File: src/rtl/mem_access_ctrl.sv
// mem_access_ctrl
// Bus master between the CPU control unit and the asynchronous 512x8 data RAM.
// Takes one load/store at a time and checks its opcode, alignment and range.
// It then runs a SETUP / STROBE / WAIT handshake against MOC, with a timeout.
// Sign extension for lb/lh is applied on the way back, because the RAM only
// zero-extends.
//
// state  | meaning
// -------+------------------------------------------------------------
// IDLE   | ready=1, MOV=0, bus held; validates and accepts a request
// SETUP  | bus lines freshly driven, MOV still low so the RAM sees a stable bus
// STROBE | MOV=1; MOC ignored (may be stale from the previous access)
// WAIT   | MOV=1; MOC captures the result, else count toward timeout
// DONE   | MOV=0, one-cycle done pulse

module mem_access_ctrl #(
    parameter int TIMEOUT    = 15,
    parameter int ADDR_LIMIT = 512
) (
    input  logic        clk,
    input  logic        reset,
    input  logic        req,
    input  logic [5:0]  op_in,
    input  logic [31:0] addr_in,
    input  logic [31:0] wdata_in,
    output logic        ready,
    output logic        done,
    output logic        error,
    output logic [31:0] rdata,
    output logic        MOV,
    output logic        ReadWrite,
    output logic [5:0]  OP,
    output logic [31:0] Address,
    output logic [31:0] DataIn,
    input  logic [31:0] DataOut,
    input  logic        MOC
);

    localparam int CW = $clog2(TIMEOUT + 1);

    localparam logic [2:0] S_IDLE   = 3'd0;
    localparam logic [2:0] S_SETUP  = 3'd1;
    localparam logic [2:0] S_STROBE = 3'd2;
    localparam logic [2:0] S_WAIT   = 3'd3;
    localparam logic [2:0] S_DONE   = 3'd4;

    localparam logic [5:0] OP_LW  = 6'b100011;
    localparam logic [5:0] OP_LH  = 6'b100001;
    localparam logic [5:0] OP_LHU = 6'b100101;
    localparam logic [5:0] OP_LB  = 6'b100000;
    localparam logic [5:0] OP_LBU = 6'b100100;
    localparam logic [5:0] OP_SW  = 6'b101011;
    localparam logic [5:0] OP_SH  = 6'b101001;
    localparam logic [5:0] OP_SB  = 6'b101000;

    logic [2:0]    r_state;
    logic [CW-1:0] r_cnt;
    logic [5:0]    r_op_req;
    logic          r_error;
    logic [31:0]   r_rdata;
    logic          r_rw;
    logic [5:0]    r_op;
    logic [31:0]   r_addr;
    logic [31:0]   r_din;

    logic          w_legal;
    logic          w_is_load;
    logic [2:0]    w_size;
    logic [5:0]    w_ram_op;
    logic          w_misaligned;
    logic [32:0]   w_last;
    logic          w_out_of_range;
    logic          w_reject;
    logic [CW-1:0] w_cnt_next;
    logic [31:0]   w_load_data;

    // Decode the incoming opcode: legality, access size, direction, RAM opcode.
    always_comb begin
        w_legal   = 1'b1;
        w_is_load = 1'b1;
        w_size    = 3'd0;
        w_ram_op  = op_in;
        case (op_in)
            OP_LW:   w_size = 3'd4;
            OP_LH:   begin w_size = 3'd2; w_ram_op = OP_LHU; end
            OP_LHU:  w_size = 3'd2;
            OP_LB:   begin w_size = 3'd1; w_ram_op = OP_LBU; end
            OP_LBU:  w_size = 3'd1;
            OP_SW:   begin w_size = 3'd4; w_is_load = 1'b0; end
            OP_SH:   begin w_size = 3'd2; w_is_load = 1'b0; end
            OP_SB:   begin w_size = 3'd1; w_is_load = 1'b0; end
            default: w_legal = 1'b0;
        endcase
    end

    // Use a 33-bit sum so that addresses near 2^32 cannot wrap into range.
    assign w_misaligned   = ((w_size == 3'd4) && (addr_in[1:0] != 2'b00)) ||
                            ((w_size == 3'd2) && addr_in[0]);
    assign w_last         = {1'b0, addr_in} + {30'd0, w_size} - 33'd1;
    assign w_out_of_range = (w_last >= 33'(ADDR_LIMIT));
    assign w_reject       = !w_legal || w_misaligned || w_out_of_range;
    assign w_cnt_next     = r_cnt + 1'b1;

    // Sign- or zero-extend the RAM word according to the original opcode.
    always_comb begin
        w_load_data = DataOut;
        case (r_op_req)
            OP_LH:   w_load_data = {{16{DataOut[15]}}, DataOut[15:0]};
            OP_LHU:  w_load_data = {16'h0000, DataOut[15:0]};
            OP_LB:   w_load_data = {{24{DataOut[7]}}, DataOut[7:0]};
            OP_LBU:  w_load_data = {24'h000000, DataOut[7:0]};
            default: w_load_data = DataOut;
        endcase
    end

    // Access sequencing, the wait/timeout counter and the error pulse.
    always_ff @(posedge clk) begin
        if (reset) begin
            r_state  <= S_IDLE;
            r_cnt    <= '0;
            r_error  <= 1'b0;
            r_op_req <= 6'd0;
        end else begin
            r_error <= 1'b0;
            case (r_state)
                S_IDLE: begin
                    if (req) begin
                        if (w_reject) begin
                            r_error <= 1'b1;
                        end else begin
                            r_op_req <= op_in;
                            r_state  <= S_SETUP;
                        end
                    end
                end
                S_SETUP:  r_state <= S_STROBE;
                S_STROBE: begin
                    r_cnt   <= '0;
                    r_state <= S_WAIT;
                end
                S_WAIT: begin
                    if (MOC) begin
                        r_state <= S_DONE;
                    end else begin
                        r_cnt <= w_cnt_next;
                        if (w_cnt_next == CW'(TIMEOUT)) begin
                            r_error <= 1'b1;
                            r_state <= S_IDLE;
                        end
                    end
                end
                S_DONE:   r_state <= S_IDLE;
                default:  r_state <= S_IDLE;
            endcase
        end
    end

    // Bus lines change only when a request is accepted, then hold through DONE and IDLE.
    always_ff @(posedge clk) begin
        if (reset) begin
            r_rw   <= 1'b1;
            r_op   <= 6'd0;
            r_addr <= 32'd0;
            r_din  <= 32'd0;
        end else if ((r_state == S_IDLE) && req && !w_reject) begin
            r_rw   <= w_is_load;
            r_op   <= w_ram_op;
            r_addr <= addr_in;
            r_din  <= wdata_in;
        end
    end

    // Load result is captured on the completing MOC sample. Stores leave rdata alone.
    always_ff @(posedge clk) begin
        if (reset) begin
            r_rdata <= 32'd0;
        end else if ((r_state == S_WAIT) && MOC && r_rw) begin
            r_rdata <= w_load_data;
        end
    end

    assign ready     = (r_state == S_IDLE);
    assign done      = (r_state == S_DONE);
    assign MOV       = (r_state == S_STROBE) || (r_state == S_WAIT);
    assign error     = r_error;
    assign rdata     = r_rdata;
    assign ReadWrite = r_rw;
    assign OP        = r_op;
    assign Address   = r_addr;
    assign DataIn    = r_din;

endmodule

File: config.mk
export PLATFORM = sky130hd
export DESIGN_NAME = mem_access_ctrl
export DESIGN_NICKNAME = d
export VERILOG_FILES = /design/src/rtl/mem_access_ctrl.sv
export SDC_FILE = /design/constraint.sdc
export NUM_CORES = 1
export LEC_CHECK = 0
export BUFFER_PORTS_ARGS = -buffer_cell sky130_fd_sc_hd__buf_4
export CORE_ASPECT_RATIO = 0.75
export CORE_MARGIN = 3
export CORE_UTILIZATION = 56
export DETAILED_ROUTE_END_ITERATION = 12
export PLACE_DENSITY = 0.92
export SLEW_MARGIN = 20
export SYNTH_ARGS = -nofsm -noshare
export SYNTH_HDL_FRONTEND = slang
export SYNTH_SLANG_ARGS = --single-unit
File: constraint.sdc
create_clock -name clk -period 12.45 [get_ports clk]
set_input_delay 1.245 -clock clk [delete_from_list [all_inputs] [get_ports clk]]
set_output_delay 1.245 -clock clk [all_outputs]
set_load 0.01 [all_outputs]
==> out/results.tsv, run 1 <==
stage	metric	value	unit
synthesis	Synth Area in Simple Gates	21.7	%
sta	Slew headroom	41.3	%
detailed_routing	met3 WL	2230	um
synthesis	yosys synthesis warning count	0	
die	FP Rows	34	
clocking	CTS max path bufs	2	
synthesis	leading area contributor after synthesis	dfxtp_1	
sta	Final Slew Violations	0	
power	Peak VDD IR	0.0000909	V
setup_path	CP arrival	6.74	ns
clocking	Post-CTS Repair Setup Buffers	0	
run	max cap viols	0	
clocking	CTS buffer count	17	
detailed_routing	post-DR vias/cell	6.16	
power	Leak Pwr	3.73	nW
clocking	clock root cell	clkbuf_16	
synthesis	mapped cell area	6760	um^2
setup_path	worst-path fanout max	59	
detailed_routing	WL met1	9400	um
detailed_routing	drt total wl	22200	um
detailed_routing	Antenna Violating Nets Remaining	0	
worst_hold_path	Hold Crit Start	rdata[2]$_SDFFE_PP0P_	
cells_and_area	Inserted Diodes	0	
clocking	Skew-Pair Late Insertion Delay	0.41	ns
cells_and_area	nets	1215	
synthesis	Synth Area in Compound Gates	26.8	%
power	cell area power density	118	nW/um^2
sta	final hold vios	0	
synthesis	Synth Instances	904	
global_routing	vias in the first global route	7138	
synthesis	post-synthesis sequential area ratio	34.7	%
detailed_routing	DR top layer	met4	
place	Post-DP HPWL	15300	um
setup_path	origin of the worst setup path	op_in[4]	
synthesis	mux cell area share after synthesis	1.39	%
die	Initial Utilization	57.8	%
sta	Worst Clk Skew	0.00642	ns
cells_and_area	Fillers	868	
synthesis	synth unique cells	68	
cells_and_area	share of cells above drive strength 1	24.9	%
synthesis	top cell type's share of synthesized area	34.7	%
clocking	Clock transition at path regs	0.06	ns
die	core area	11700	um^2
global_routing	maximum number of pins on one net before global-route repair	78	
sta	worst-margin pin slew	0.858	ns
setup_path	Req. time, crit path	12.76	ns
global_routing	initial antenna violation count	0	
sta	Final Setup Violations	0	
setup_path	element type at the critical path end	register	
sta	minimum clock period	6.44	ns
setup_path	Crit Path Category	input port to register	
setup_path	crit path launch type	input port	
clocking	H-Tree Level Count	4	
synthesis	Synth Register Bits	117	
die	chip height	101	um
detailed_routing	WL per Instance	17.8	um
global_routing	grt ovf	0	
sta	unrepaired setup endpoints after global routing	no	
synthesis	Mapped Nets	1047	
detailed_routing	metal2 WL	10100	um
cells_and_area	Finished Core Util	76.5	%
synthesis	Post-Synth Adder-Cell Area	6.96	%
cells_and_area	Area growth syn-to-layout	32.4	%
detailed_routing	first-pass iteration count of the detailed router	6	
place	gpl congestion	0.991	
place	Port Buffers	212	
clocking	CTS tree	yes	
clocking	clock sinks	117	
global_routing	GRT Overall Usage	31.8	%
synthesis	Post-synth top flop	dfxtp_1	
synthesis	Synth Area in XOR/XNOR	1.30	%
detailed_routing	DRC	0	
synthesis	top cells by area, synth	dfxtp_1 (35%), a21oi_1 (11%), o21ai_0 (7.4%)	
detailed_routing	Via Count	7676	
worst_hold_path	Hold Crit Class	register to register	
clocking	cts hold-fix bufs	0	
sta	sum of negative setup slack	0	ns
synthesis	Syn Area/Cell	7.48	um^2
sta	Tcrit/Tclk final	51.7	%
run_status	status	completed	
synthesis	Synth async-reset ratio	0	%
sta	fmax	155	MHz
global_routing	first-pass GRT wire length	35400	um
die	die width	133	um
synthesis	Post-synth EDFFs	0	
clocking	post-cts sizing count	0	
die	I/O pins	213	
synthesis	largest family of logic cells by synthesized area	compound AO/OA/AOI/OAI gates	
die	Die Footprint	13400	um^2
setup_path	Crit Reg-Reg Startpoint	r_op_req[1]$_SDFFE_PP0P_	
detailed_routing	Iteration-0 DRC Markers	765	
-- routing by layer --
layer | track usage (%) | vias up
li1 | - | 3608
met1 | 42.4 | 3592
met2 | 49.9 | 426
met3 | 9.38 | 50
met4 | 10.8 | 0
met5 | 0 | -
-- final cells by class --
cell class	count	area, um^2	area share, %
timing repair buffer	218	1640	18.3
tap	162	203	2.27
inverter	53	199	2.22
sequential	117	2340	26.2
multi-input combinational	665	3950	44.1
clock buffer	17	425	4.75
clock inverter	15	193	2.15
-- cells in the final DEF, fill, tap and decap left out, types with 4 or more instances in the layout --
| cell type | n |
|---|---|
| buf_4 | 218 |
| nor2_1 | 49 |
| a21oi_1 | 143 |
| ha_1 | 36 |
| a22oi_1 | 4 |
| nand4b_1 | 4 |
| o21ai_1 | 5 |
| clkbuf_16 | 17 |
| mux2i_1 | 6 |
| o21ai_0 | 100 |
| o211ai_1 | 8 |
| a2111oi_0 | 4 |
| and2_1 | 4 |
| xnor2_1 | 8 |
| nand2b_1 | 8 |
| a21o_1 | 5 |
| a211oi_1 | 7 |
| nor3_1 | 32 |
| o221ai_1 | 4 |
| or3_1 | 6 |
| nand4_1 | 14 |
| nand2_1 | 58 |
| inv_1 | 52 |
| inv_6 | 6 |
| nand3_1 | 82 |
| dfxtp_1 | 117 |
| nor2b_1 | 4 |
| o21a_1 | 6 |
-- cells in the mapped netlist, types with 7 or more instances --
cell type and number:
inv_1 52, nor2_1 49, a21oi_1 143, nand3_1 83
dfxtp_1 117, nand2b_1 8, xnor2_1 8, o211ai_1 8
nor3_1 33, a211oi_1 7, ha_1 36, nand2_1 58
buf_2 15, o21ai_0 100, clkbuf_1 52, nand4_1 14
-- where the power goes --
part,switching (mW),leakage (nW),internal [mW]
clock,0.197,0.302,0.320
sequential,0.0000503,0.942,0.375
combinational,0.0964,2.49,0.0661
-- flip-flops by register name, indices dropped and copies added, names as in the netlist --
register	flops
Address	32
DataIn	32
rdata	32
OP	6
r_op_req	6
r_cnt	4
r_state	3
ReadWrite	1
error	1
-- logic make-up (layout without fill, tap and decap cells) --
logic type,count (synthesis),after routing
buf+inv,122,303
flops,117,117
xor+xnor,10,10
fa+ha+maj,37,37
compound gates,318,318
mux,9,9
simple gates,291,291
-- critical path, cell delays in order --
cell and delay (ns):
buf_4 0.11, nor2b_1 0.38, nand4b_1 0.17, ha_1 0.37, inv_1 0.06, ha_1 0.27, a21oi_1 0.06, o22ai_1 0.21
o21ai_0 0.15, o311ai_1 0.75, o21ai_0 0.32, mux2_2 0.35, a2111oi_0 0.77, and3_2 0.47, buf_4 0.57, nand3_1 0.26
a21o_1 0.21
-- final timing paths --
check / endpoint / slack [ns] / depth (start not counted)
hold reg to reg: rdata[2]$_SDFFE_PP0P_ / 0.46 / 2
hold / removal: rdata[2]$_SDFFE_PP0P_ / 0.46 / 2
setup / recovery: ReadWrite$_SDFFE_PP1P_ / 6.01 / 17
setup reg to reg: rdata[25]$_SDFFE_PP0P_ / 9.36 / 6
-- stage by stage --
stage	total power [mW]	cell area, um^2	setup WS, ns	cells	hold WS (ns)
global route	1.09	8950	5.50	1247	0.493
global placement	0.536	8330	6.12	1215	0.443
finish	1.05	8950	6.01	1247	0.461
detailed placement	0.538	8330	5.72	1215	0.450
CTS	1.05	8950	6.13	1247	0.459
floorplan	0.482	6760	6.89	904	0.429
Power figures use the tool's default switching activity.
==> inputs of run 2 (changes only) <==
--- a/config.mk
+++ b/config.mk
@@ -8,9 +8,9 @@
 export BUFFER_PORTS_ARGS = -buffer_cell sky130_fd_sc_hd__buf_4
 export CORE_ASPECT_RATIO = 0.75
 export CORE_MARGIN = 3
-export CORE_UTILIZATION = 56
+export CORE_UTILIZATION = 47
 export DETAILED_ROUTE_END_ITERATION = 12
-export PLACE_DENSITY = 0.92
+export PLACE_DENSITY = 0.82
 export SLEW_MARGIN = 20
 export SYNTH_ARGS = -nofsm -noshare
 export SYNTH_HDL_FRONTEND = slang
==> constraint.sdc (replaced) <==
create_clock -name clk -period 5.7 [get_ports clk]
set_input_delay 0.57 -clock clk [delete_from_list [all_inputs] [get_ports clk]]
set_output_delay 0.57 -clock clk [all_outputs]
set_load 0.01 [all_outputs]
==> out/results.tsv, run 2 (synthesis results as in run 1) <==
stage	metric	value	unit	change
run_status	status	completed		
setup_path	CP arrival	5.29	ns	-1.45 ns
global_routing	initial antenna violation count	0		unchanged
power	Leak Pwr	3.77	nW	+0.91%
die	Die Footprint	15900	um^2	+18%
sta	unrepaired setup endpoints after global routing	no		
clocking	Post-CTS Repair Setup Buffers	0		unchanged
die	chip height	110	um	+8.6%
sta	Tcrit/Tclk final	88.5	%	
detailed_routing	Iteration-0 DRC Markers	492		-36%
sta	fmax	198	MHz	
place	pre-CTS setup slack	0.342	ns	-5.37 ns
sta	sum of negative setup slack	0	ns	unchanged
setup_path	Cell Chain, Critical Path	buf_4 > nor2b_1 > nand4_1 > ha_1 > inv_1 > ha_1 > inv_1 > fa_1 > nor2b_1 > o31ai_1 > a211o_1 > a2111o_1 > nand2_1 > mux2i_1 > or4b_4 > or4_4 > buf_4 > o21ai_0 > a21oi_1		
worst_hold_path	Hold Path Depth	3		+1
cells_and_area	share of cells above drive strength 1	25.3	%	+0.46 points
clocking	H-Tree Level Count	4		unchanged
clocking	Clock transition at path regs	0.06	ns	about the same
worst_hold_path	Hold Crit Class	input port to register		
setup_path	Req. time, crit path	5.95	ns	-6.81 ns
clocking	CTS tree	yes		
clocking	CTS buffer count	17		unchanged
detailed_routing	Antenna Violating Nets Remaining	0		unchanged
die	I/O pins	213		unchanged
sta	Final Setup Violations	0		unchanged
place	Port Buffers	212		unchanged
clocking	post-cts sizing count	0		unchanged
global_routing	maximum number of pins on one net before global-route repair	67		-14%
setup_path	r2r endpoint	rdata[30]$_SDFFE_PP0P_		
setup_path	CP max stage cell	or4_4		
global_routing	grt ovf	0		unchanged
setup_path	crit-path max cell delay	0.65	ns	-0.12 ns
cells_and_area	Fillers	1238		+43%
setup_path	worst r2r path cells	6		unchanged
clocking	clock root cell	clkbuf_16		
sta	Slew headroom	54.1	%	+13 points
setup_path	Crit Reg-Reg Startpoint	r_op_req[1]$_SDFFE_PP0P_		
clocking	Skew-Pair Late Insertion Delay	0.41	ns	about the same
die	die width	144	um	+8.7%
place	dpl cells	1236		+1.7%
detailed_routing	DRC	0		unchanged
detailed_routing	post-DR vias/cell	5.93		-3.7%
setup_path	worst-path fanout max	44		-25%
sta	final hold vios	0		unchanged
sta	Final Slew Violations	0		unchanged
power	cell area power density	252	nW/um^2	+110%
run	max cap viols	0		unchanged
clocking	CTS max path bufs	2		unchanged
detailed_routing	drt total wl	22200	um	about the same
setup_path	R2R Setup Slk	2.72	ns	-6.64 ns
detailed_routing	WL per Instance	17.5	um	-1.7%
die	FP Rows	37		+8.8%
sta	worst-margin pin slew	0.688	ns	-0.170 ns
clocking	cts hold-fix bufs	0		unchanged
setup_path	Worst path top cell family by delay	simple AND/OR/NAND/NOR gates		
detailed_routing	first-pass iteration count of the detailed router	7		+1
die	Initial Utilization	48.7	%	-9.1 points
worst_hold_path	Hold EP	rdata[0]$_SDFFE_PP0P_		
cells_and_area	Inserted Diodes	0		unchanged
sta	Min Hold Slack	0.418	ns	-0.0435 ns
sta	setup slack after layout	0.656	ns	-5.36 ns
clocking	clock sinks	117		unchanged
setup_path	element type at the critical path end	register		
place	Post-DP HPWL	16000	um	+4.0%
global_routing	first-pass GRT wire length	35400	um	+0.23%
place	gpl congestion	0.993		+0.15%
cells_and_area	Non-Filler Instances	1268		+1.7%
cells_and_area	commonest non-fill, non-tap cells in the layout	buf_4 (223), a21oi_1 (143), dfxtp_1 (117)		
power	Peak VDD IR	0.000230	V	+150%
die	core area	13900	um^2	+19%
worst_hold_path	Hold Crit Start	DataOut[0]		
global_routing	vias in the first global route	7055		-1.2%
setup_path	crit path launch type	input port		
setup_path	Crit Path Category	input port to register		
cells_and_area	most common cell after layout, fill and taps aside	buf_4		
setup_path	crit path buf inv count	4		+1
sta	minimum clock period	5.04	ns	
cells_and_area	nets	1223		+0.66%
detailed_routing	Via Count	7517		-2.1%
global_routing	GRT Overall Usage	27.4	%	-4.4 points
sta	Worst Clk Skew	0.0191	ns	+0.0127 ns
cells_and_area	Area growth syn-to-layout	33.9	%	
-- run 2: worst max path at each step --
stage               cells past startpoint  startpoint                 endpoint  slack [ns]
floorplan                              18    op_in[5]  r_state[0]$_SDFFE_PP0P_        0.81
global placement                       19    op_in[4]       OP[2]$_SDFFE_PP0P_        0.48
detailed placement                     19    op_in[4]       OP[2]$_SDFFE_PP0P_        0.34
CTS                                    19    op_in[4]         error$_SDFF_PP0_        0.74
global route                           19    op_in[4]         error$_SDFF_PP0_        0.36
finish                                 19    op_in[4]         error$_SDFF_PP0_        0.66
-- run 2: area by class of cell --
cell class              count  area, um^2  area share (%)
clock buffers              18         429            4.74
repair buffers            226        1730            19.2
multi-input cells         665        3950            43.6
inverters                  53         199            2.20
clock inverters            14         176            1.95
flip-flops and latches    117        2340            25.9
well taps                 175         219            2.42
-- run 2: tightest hold or removal path, delay by kind of cell --
family          cells  cell delay (ns)
compound gates      1             0.05
buf+inv             1             0.11
simple gates        1             0.05
-- run 2: report_power, final --
group          internal [mW]  switching, mW
sequential             0.818       0.000133
combinational          0.148          0.210
clock                  0.692          0.415
-- run 2: per-layer routing --
layer  routed length [um]  global-route usage (%)  part of all wire, %  up-vias
met3                 2250                    7.52                   10       29
met2                 9510                    40.4                   43      354
li1                     -                       -                    -     3618
met5                    0                       0                    0        -
met1                10000                    39.3                   45     3516
met4                  378                    7.26                  1.7        0
-- run 2: metrics by stage --
step	total power, mW	area [um^2]	util, %
2_1_floorplan	1.05	6760	-
3_3_place_gp	1.17	8440	60.8
3_5_place_dp	1.18	8440	60.8
4_1_cts	2.29	9050	65.2
5_1_grt	2.37	9050	65.2
6_report	2.28	9050	65.2
